### config.mk
export PLATFORM = sky130hd
export DESIGN_NAME = branch_stack_unit
export DESIGN_NICKNAME = d
export VERILOG_FILES = /design/src/rtl/branch_stack_unit.sv
export SDC_FILE = /design/constraint.sdc
export NUM_CORES = 1
export LEC_CHECK = 0
export CAP_MARGIN = 20
export CORE_ASPECT_RATIO = 1.2
export CORE_MARGIN = 4
export CORE_UTILIZATION = 40
export DETAILED_ROUTE_END_ITERATION = 8
export HOLD_SLACK_MARGIN = 0.06
export PLACE_DENSITY = 0.68
export SYNTH_ARGS = -nofsm -noshare
export SYNTH_HDL_FRONTEND = slang
export SYNTH_SLANG_ARGS = --single-unit
### constraint.sdc
create_clock -name clk -period 4.75 [get_ports clk]
set_input_delay 0.95 -clock clk [delete_from_list [all_inputs] [get_ports clk]]
set_output_delay 0.95 -clock clk [all_outputs]
set_load 0.01 [all_outputs]
### src/rtl/branch_stack_unit.sv
`default_nettype none
// ============================================================================
// Module   : branch_stack_unit
// Purpose  : PC sequencer resolving JMP/BEQ/BNE/BLT/CALL/RET with a return stack.
// Revision : 1.0 - initial release
// ============================================================================
module branch_stack_unit #(
  parameter int DATA_W      = 19,
  parameter int ADDR_W      = 15,
  parameter int OP_W        = 4,
  parameter int STACK_DEPTH = 16,
  parameter logic [DATA_W-1:0] RESET_PC = '0,
  parameter logic [DATA_W-1:0] TRAP_VEC = DATA_W'(1),
  localparam int PTR_W = $clog2(STACK_DEPTH)
) (
  input  logic              clk,
  input  logic              rst_n,
  input  logic              instr_valid,
  input  logic              stall,
  input  logic [DATA_W-1:0] instruction,
  input  logic [DATA_W-1:0] reg1_data,
  input  logic [DATA_W-1:0] reg2_data,
  input  logic              clr_fault,
  output logic [DATA_W-1:0] pc,
  output logic              branch_taken,
  output logic [PTR_W:0]    stack_count,
  output logic              stack_full,
  output logic              stack_empty,
  output logic              fault_ovf,
  output logic              fault_unf
);

  localparam logic [OP_W-1:0] c_OP_JMP  = OP_W'(4'b0000);
  localparam logic [OP_W-1:0] c_OP_BEQ  = OP_W'(4'b0010);
  localparam logic [OP_W-1:0] c_OP_BNE  = OP_W'(4'b0011);
  localparam logic [OP_W-1:0] c_OP_CALL = OP_W'(4'b0100);
  localparam logic [OP_W-1:0] c_OP_RET  = OP_W'(4'b0101);
  localparam logic [OP_W-1:0] c_OP_BLT  = OP_W'(4'b0110);
  localparam logic [PTR_W:0]  c_FULL    = (PTR_W+1)'(STACK_DEPTH);

  logic [DATA_W-1:0] r_pc;
  logic              r_taken;
  logic [PTR_W:0]    r_count;
  logic              r_ovf;
  logic              r_unf;
  logic [DATA_W-1:0] r_stack [STACK_DEPTH];

  logic              w_advance;
  logic [OP_W-1:0]   w_op;
  logic [DATA_W-1:0] w_tgt;
  logic [DATA_W-1:0] w_seq;
  logic [DATA_W-1:0] w_next_pc;
  logic              w_taken;
  logic              w_push;
  logic              w_pop;
  logic              w_set_ovf;
  logic              w_set_unf;
  logic              w_full;
  logic              w_empty;
  logic [PTR_W-1:0]  w_push_idx;
  logic [PTR_W-1:0]  w_pop_idx;

  assign w_advance  = instr_valid & ~stall;
  assign w_op       = instruction[DATA_W-1 -: OP_W];
  assign w_tgt      = {{(DATA_W-ADDR_W){1'b0}}, instruction[ADDR_W-1:0]};
  assign w_seq      = r_pc + DATA_W'(1);
  assign w_full     = (r_count == c_FULL);
  assign w_empty    = (r_count == '0);
  assign w_push_idx = r_count[PTR_W-1:0];
  assign w_pop_idx  = PTR_W'(r_count - (PTR_W+1)'(1));

  always_comb begin
    w_next_pc = w_seq;
    w_taken   = 1'b0;
    w_push    = 1'b0;
    w_pop     = 1'b0;
    w_set_ovf = 1'b0;
    w_set_unf = 1'b0;
    if (w_advance) begin
      case (w_op)
        c_OP_JMP: begin
          w_next_pc = w_tgt;
          w_taken   = 1'b1;
        end
        c_OP_BEQ: begin
          if (reg1_data == reg2_data) begin
            w_next_pc = w_tgt;
            w_taken   = 1'b1;
          end
        end
        c_OP_BNE: begin
          if (reg1_data != reg2_data) begin
            w_next_pc = w_tgt;
            w_taken   = 1'b1;
          end
        end
        c_OP_BLT: begin
          if ($signed(reg1_data) < $signed(reg2_data)) begin
            w_next_pc = w_tgt;
            w_taken   = 1'b1;
          end
        end
        c_OP_CALL: begin
          w_taken = 1'b1;
          if (w_full) begin
            w_set_ovf = 1'b1;
            w_next_pc = TRAP_VEC;
          end else begin
            w_push    = 1'b1;
            w_next_pc = w_tgt;
          end
        end
        c_OP_RET: begin
          w_taken = 1'b1;
          if (w_empty) begin
            w_set_unf = 1'b1;
            w_next_pc = TRAP_VEC;
          end else begin
            w_pop     = 1'b1;
            w_next_pc = r_stack[w_pop_idx];
          end
        end
        default: ;
      endcase
    end
  end

  always_ff @(posedge clk or negedge rst_n) begin
    if (!rst_n) begin
      r_pc    <= RESET_PC;
      r_taken <= 1'b0;
      r_count <= '0;
      r_ovf   <= 1'b0;
      r_unf   <= 1'b0;
    end else begin
      if (w_advance) begin
        r_pc    <= w_next_pc;
        r_taken <= w_taken;
        if (w_push) r_count <= r_count + (PTR_W+1)'(1);
        else if (w_pop) r_count <= r_count - (PTR_W+1)'(1);
      end else begin
        r_taken <= 1'b0;
      end
      // A new fault on the same edge as a clear wins.
      if (w_set_ovf) r_ovf <= 1'b1;
      else if (clr_fault) r_ovf <= 1'b0;
      if (w_set_unf) r_unf <= 1'b1;
      else if (clr_fault) r_unf <= 1'b0;
    end
  end

  // Storage is deliberately unreset; occupancy alone defines valid entries.
  always_ff @(posedge clk) begin
    if (w_push && rst_n) r_stack[w_push_idx] <= w_seq;
  end

  assign pc           = r_pc;
  assign branch_taken = r_taken;
  assign stack_count  = r_count;
  assign stack_full   = w_full;
  assign stack_empty  = w_empty;
  assign fault_ovf    = r_ovf;
  assign fault_unf    = r_unf;

endmodule
`default_nettype wire

==> reports/results.ini <==
[status]
outcome = finished, final reports clean

[critical_path]
crit_path_top_delay_cell = clkdlybuf4s50_1
crit_path_cell_trace = inv_1 > ha_4 > nor4b_1 > clkdlybuf4s50_1
cp_data_arrival_time_ps = 3020
end_kind = primary output
worst-path-buf-inv = 2
criticalPathCategory = register to primary output
rrSetupSlack_ps = 1130
cp-start-kind = register
cp_top_family = buffers and inverters
crit_required_ps = 3800
max_stage_delay_ps = 680
crit_fanout = 23

[clocking]
cts_tree = built
cts-htree-levels = 1
numCtsBuffers = 29
postCtsHoldBufs = 0
cts_repair_resize_count = 0
insertion_delay_ps = 550
clock-root-buffer = clkbuf_16
cts.clk_slew.worst_paths_ps = 70
cts_sinks = 331
cts_setup_buffers = 0
cts.path.max_buffers = 3

[synth]
synth_nets = 945
async_reset_ff_share_pct = 8.16
synthFlopType = edfxtp_1
synth_top_cell_area_share_pct = 64.3
avgSynthCellArea_um2 = 16.5
yosysUniqueCellTypes = 55
yosysSeqAreaShare_pct = 69.1
yosysWarnings = 0
synth-edff-count = 304
ys_ff_latch = 331
ys_top_cells_by_area = edfxtp_1 (64%), mux4_2 (12%), dfrtp_1 (4.8%)
syn_inst = 859
mappedNetlistArea_um2 = 14200
synth_area_leader_cell = edfxtp_1

[die]
die_w_um = 180
initial_core_util_pct = 40.6
die_area_um2 = 38600
design.core.area_um2 = 35000
die_h_um = 214
row_count = 75
num_io_pins = 91

[timing]
slew_headroom_pct = 26.1
fin_worst_skew_ps = 12.8
tightest_slew_ps = 1100
setup_violations = 0
post-route-period-util_pct = 83.6
period_minus_slack_ps = 3970
timing_hold_violations_final = 0
whs_ps = 266
setup-tns-final_ps = 0
rsz0062_at_grt = false
drv_slew = 0
fmax_mhz = 252

[min_path]
hold_class = input pin to asynchronous set/reset pin

[flow_run]
max-cap-violations = 0

[grt]
antenna_found_initial = 0
grt_overflow = 0
grt_pass1_wl_um = 53500
grt_pass1_vias = 8310
grt_max_degree = 37
track_usage_pct = 18.2

[detailed_routing]
dr.first_iter.drc_count = 860
dr_total_vias = 8295
drcViolationCount = 0
wirelength_um = 35800
firstDrtPassIters = 5
vias_per_cell = 5.67
avgRoutedWirePerCell_um = 24.5
ant_nets = 0

[final_layout]
fin_nets = 1064
antenna_cells = 0
final_common_cell = edfxtp_1
layout_common_cells = edfxtp_1 (304), clkdlybuf4s50_1 (89), mux4_2 (77), nand2_1 (72), buf_4 (40)
drive_gt1_share_pct = 18.7
area_growth_pct = 18.5

[place]
post-dp-hpwl_um = 21500
gp_congestion = 0.841
port_buffers = 90

[power_and_ir_drop]
leakagePower_nw = 5.64
power.density_cell_area_nw_per_um2 = 541
vdd_drop_max_mv = 0.310

==> synth_stat cells (all sizes together), types with 2 or more instances <==
| cell type | instances |
|---|---|
| o21ai | 30 |
| a32oi | 4 |
| xnor2 | 18 |
| ha | 24 |
| mux2i | 14 |
| nor3b | 2 |
| a2111oi | 4 |
| a221oi | 7 |
| o31ai | 3 |
| xor2 | 8 |
| nand2b | 3 |
| a211oi | 8 |
| nand4 | 8 |
| nand3 | 24 |
| edfxtp | 304 |
| clkbuf | 24 |
| and3 | 6 |
| nor2 | 40 |
| nor2b | 3 |
| nand2 | 72 |
| or4 | 2 |
| a31oi | 3 |
| o22ai | 2 |
| and2 | 8 |
| mux2 | 2 |
| dfrtp | 27 |
| buf | 22 |
| and4 | 5 |
| a22oi | 3 |
| inv | 35 |
| o221ai | 2 |
| a21oi | 36 |
| a222oi | 4 |
| nor3 | 10 |
| or3 | 3 |
| mux4 | 77 |
==> state kept, by name (all words and copies together) (netlist names) <==
name and cells:
pc 19, stack_count 5, fault_ovf 1, r_stack 304, branch_taken 1, fault_unf 1
==> worst register-to-register path, cell delays in order, from the launching register on <==
cell,delay (ps)
dfrtp_4,650
inv_1,310
ha_4,260
and3_1,300
a211oi_1,110
o31ai_1,500
nand3_1,430
buf_4,310
a2111oi_0,460
a221oi_1,150
==> through the flow <==
step                      power [mW]  utilization, %  std cells  worst slack [ps]  area [um2]
final                           9.10            48.1       1462               778       16800
after global routing            9.52            48.1       1462               532       16800
after CTS                       9.14            47.8       1452               745       16700
after detailed placement        6.92            45.3       1399               430       15900
after global placement          6.89            45.3       1399               571       15900
after floorplan                 5.85               -        859               201       14200
==> per-layer routing <==
| layer | vias to the layer above | routed length (um) | global-route usage (%) |
|---|---|---|---|
| met5 | - | 0 | 0 |
| met4 | 0 | 942 | 5.16 |
| met3 | 62 | 2680 | 2.68 |
| met2 | 375 | 17600 | 30.7 |
| met1 | 4233 | 14600 | 25.0 |
| li1 | 3625 | - | - |
==> logic make-up (layout without fill, tap and decap cells) <==
kind of cell | after synthesis | after routing | synth area share, %
simple gates | 190 | 190 | 6.35
flops | 331 | 331 | 69.1
compound gates | 114 | 114 | 5.17
buf+inv | 81 | 222 | 2.34
mux | 93 | 93 | 13.4
fa+ha+maj | 24 | 24 | 2.12
xor+xnor | 26 | 26 | 1.60
==> cell type report <==
type | instances | area [um2]
multi-input cells | 447 | 4150
clock buffers | 42 | 774
repair buffers | 134 | 1280
fillers | 2908 | 18200
flip-flops and latches | 331 | 9810
inverters | 35 | 131
well taps | 462 | 578
clock inverters | 11 | 104
==> worst paths after layout <==
check / to / cells past startpoint / startpoint
max: stack_empty / 4 / stack_count[0]
max in group asynchronous: stack_count[0] / 2 / rst_n
min reg2reg: fault_unf / 2 / fault_unf
min in group clk: fault_unf / 2 / fault_unf
min: stack_count[1] / 1 / rst_n
max reg2reg: pc[8] / 9 / stack_count[0]
==> power breakdown <==
group | internal, mW | leakage [nW] | total [mW] | switching (mW)
sequential | 3.55 | 3.11 | 3.75 | 0.206
combinational | 1.43 | 2.10 | 3.13 | 1.70
clock | 1.24 | 0.425 | 2.22 | 0.983
total | 6.21 | 5.64 | 9.10 | 2.89
Note: power is estimated with default switching activity, not from simulation.
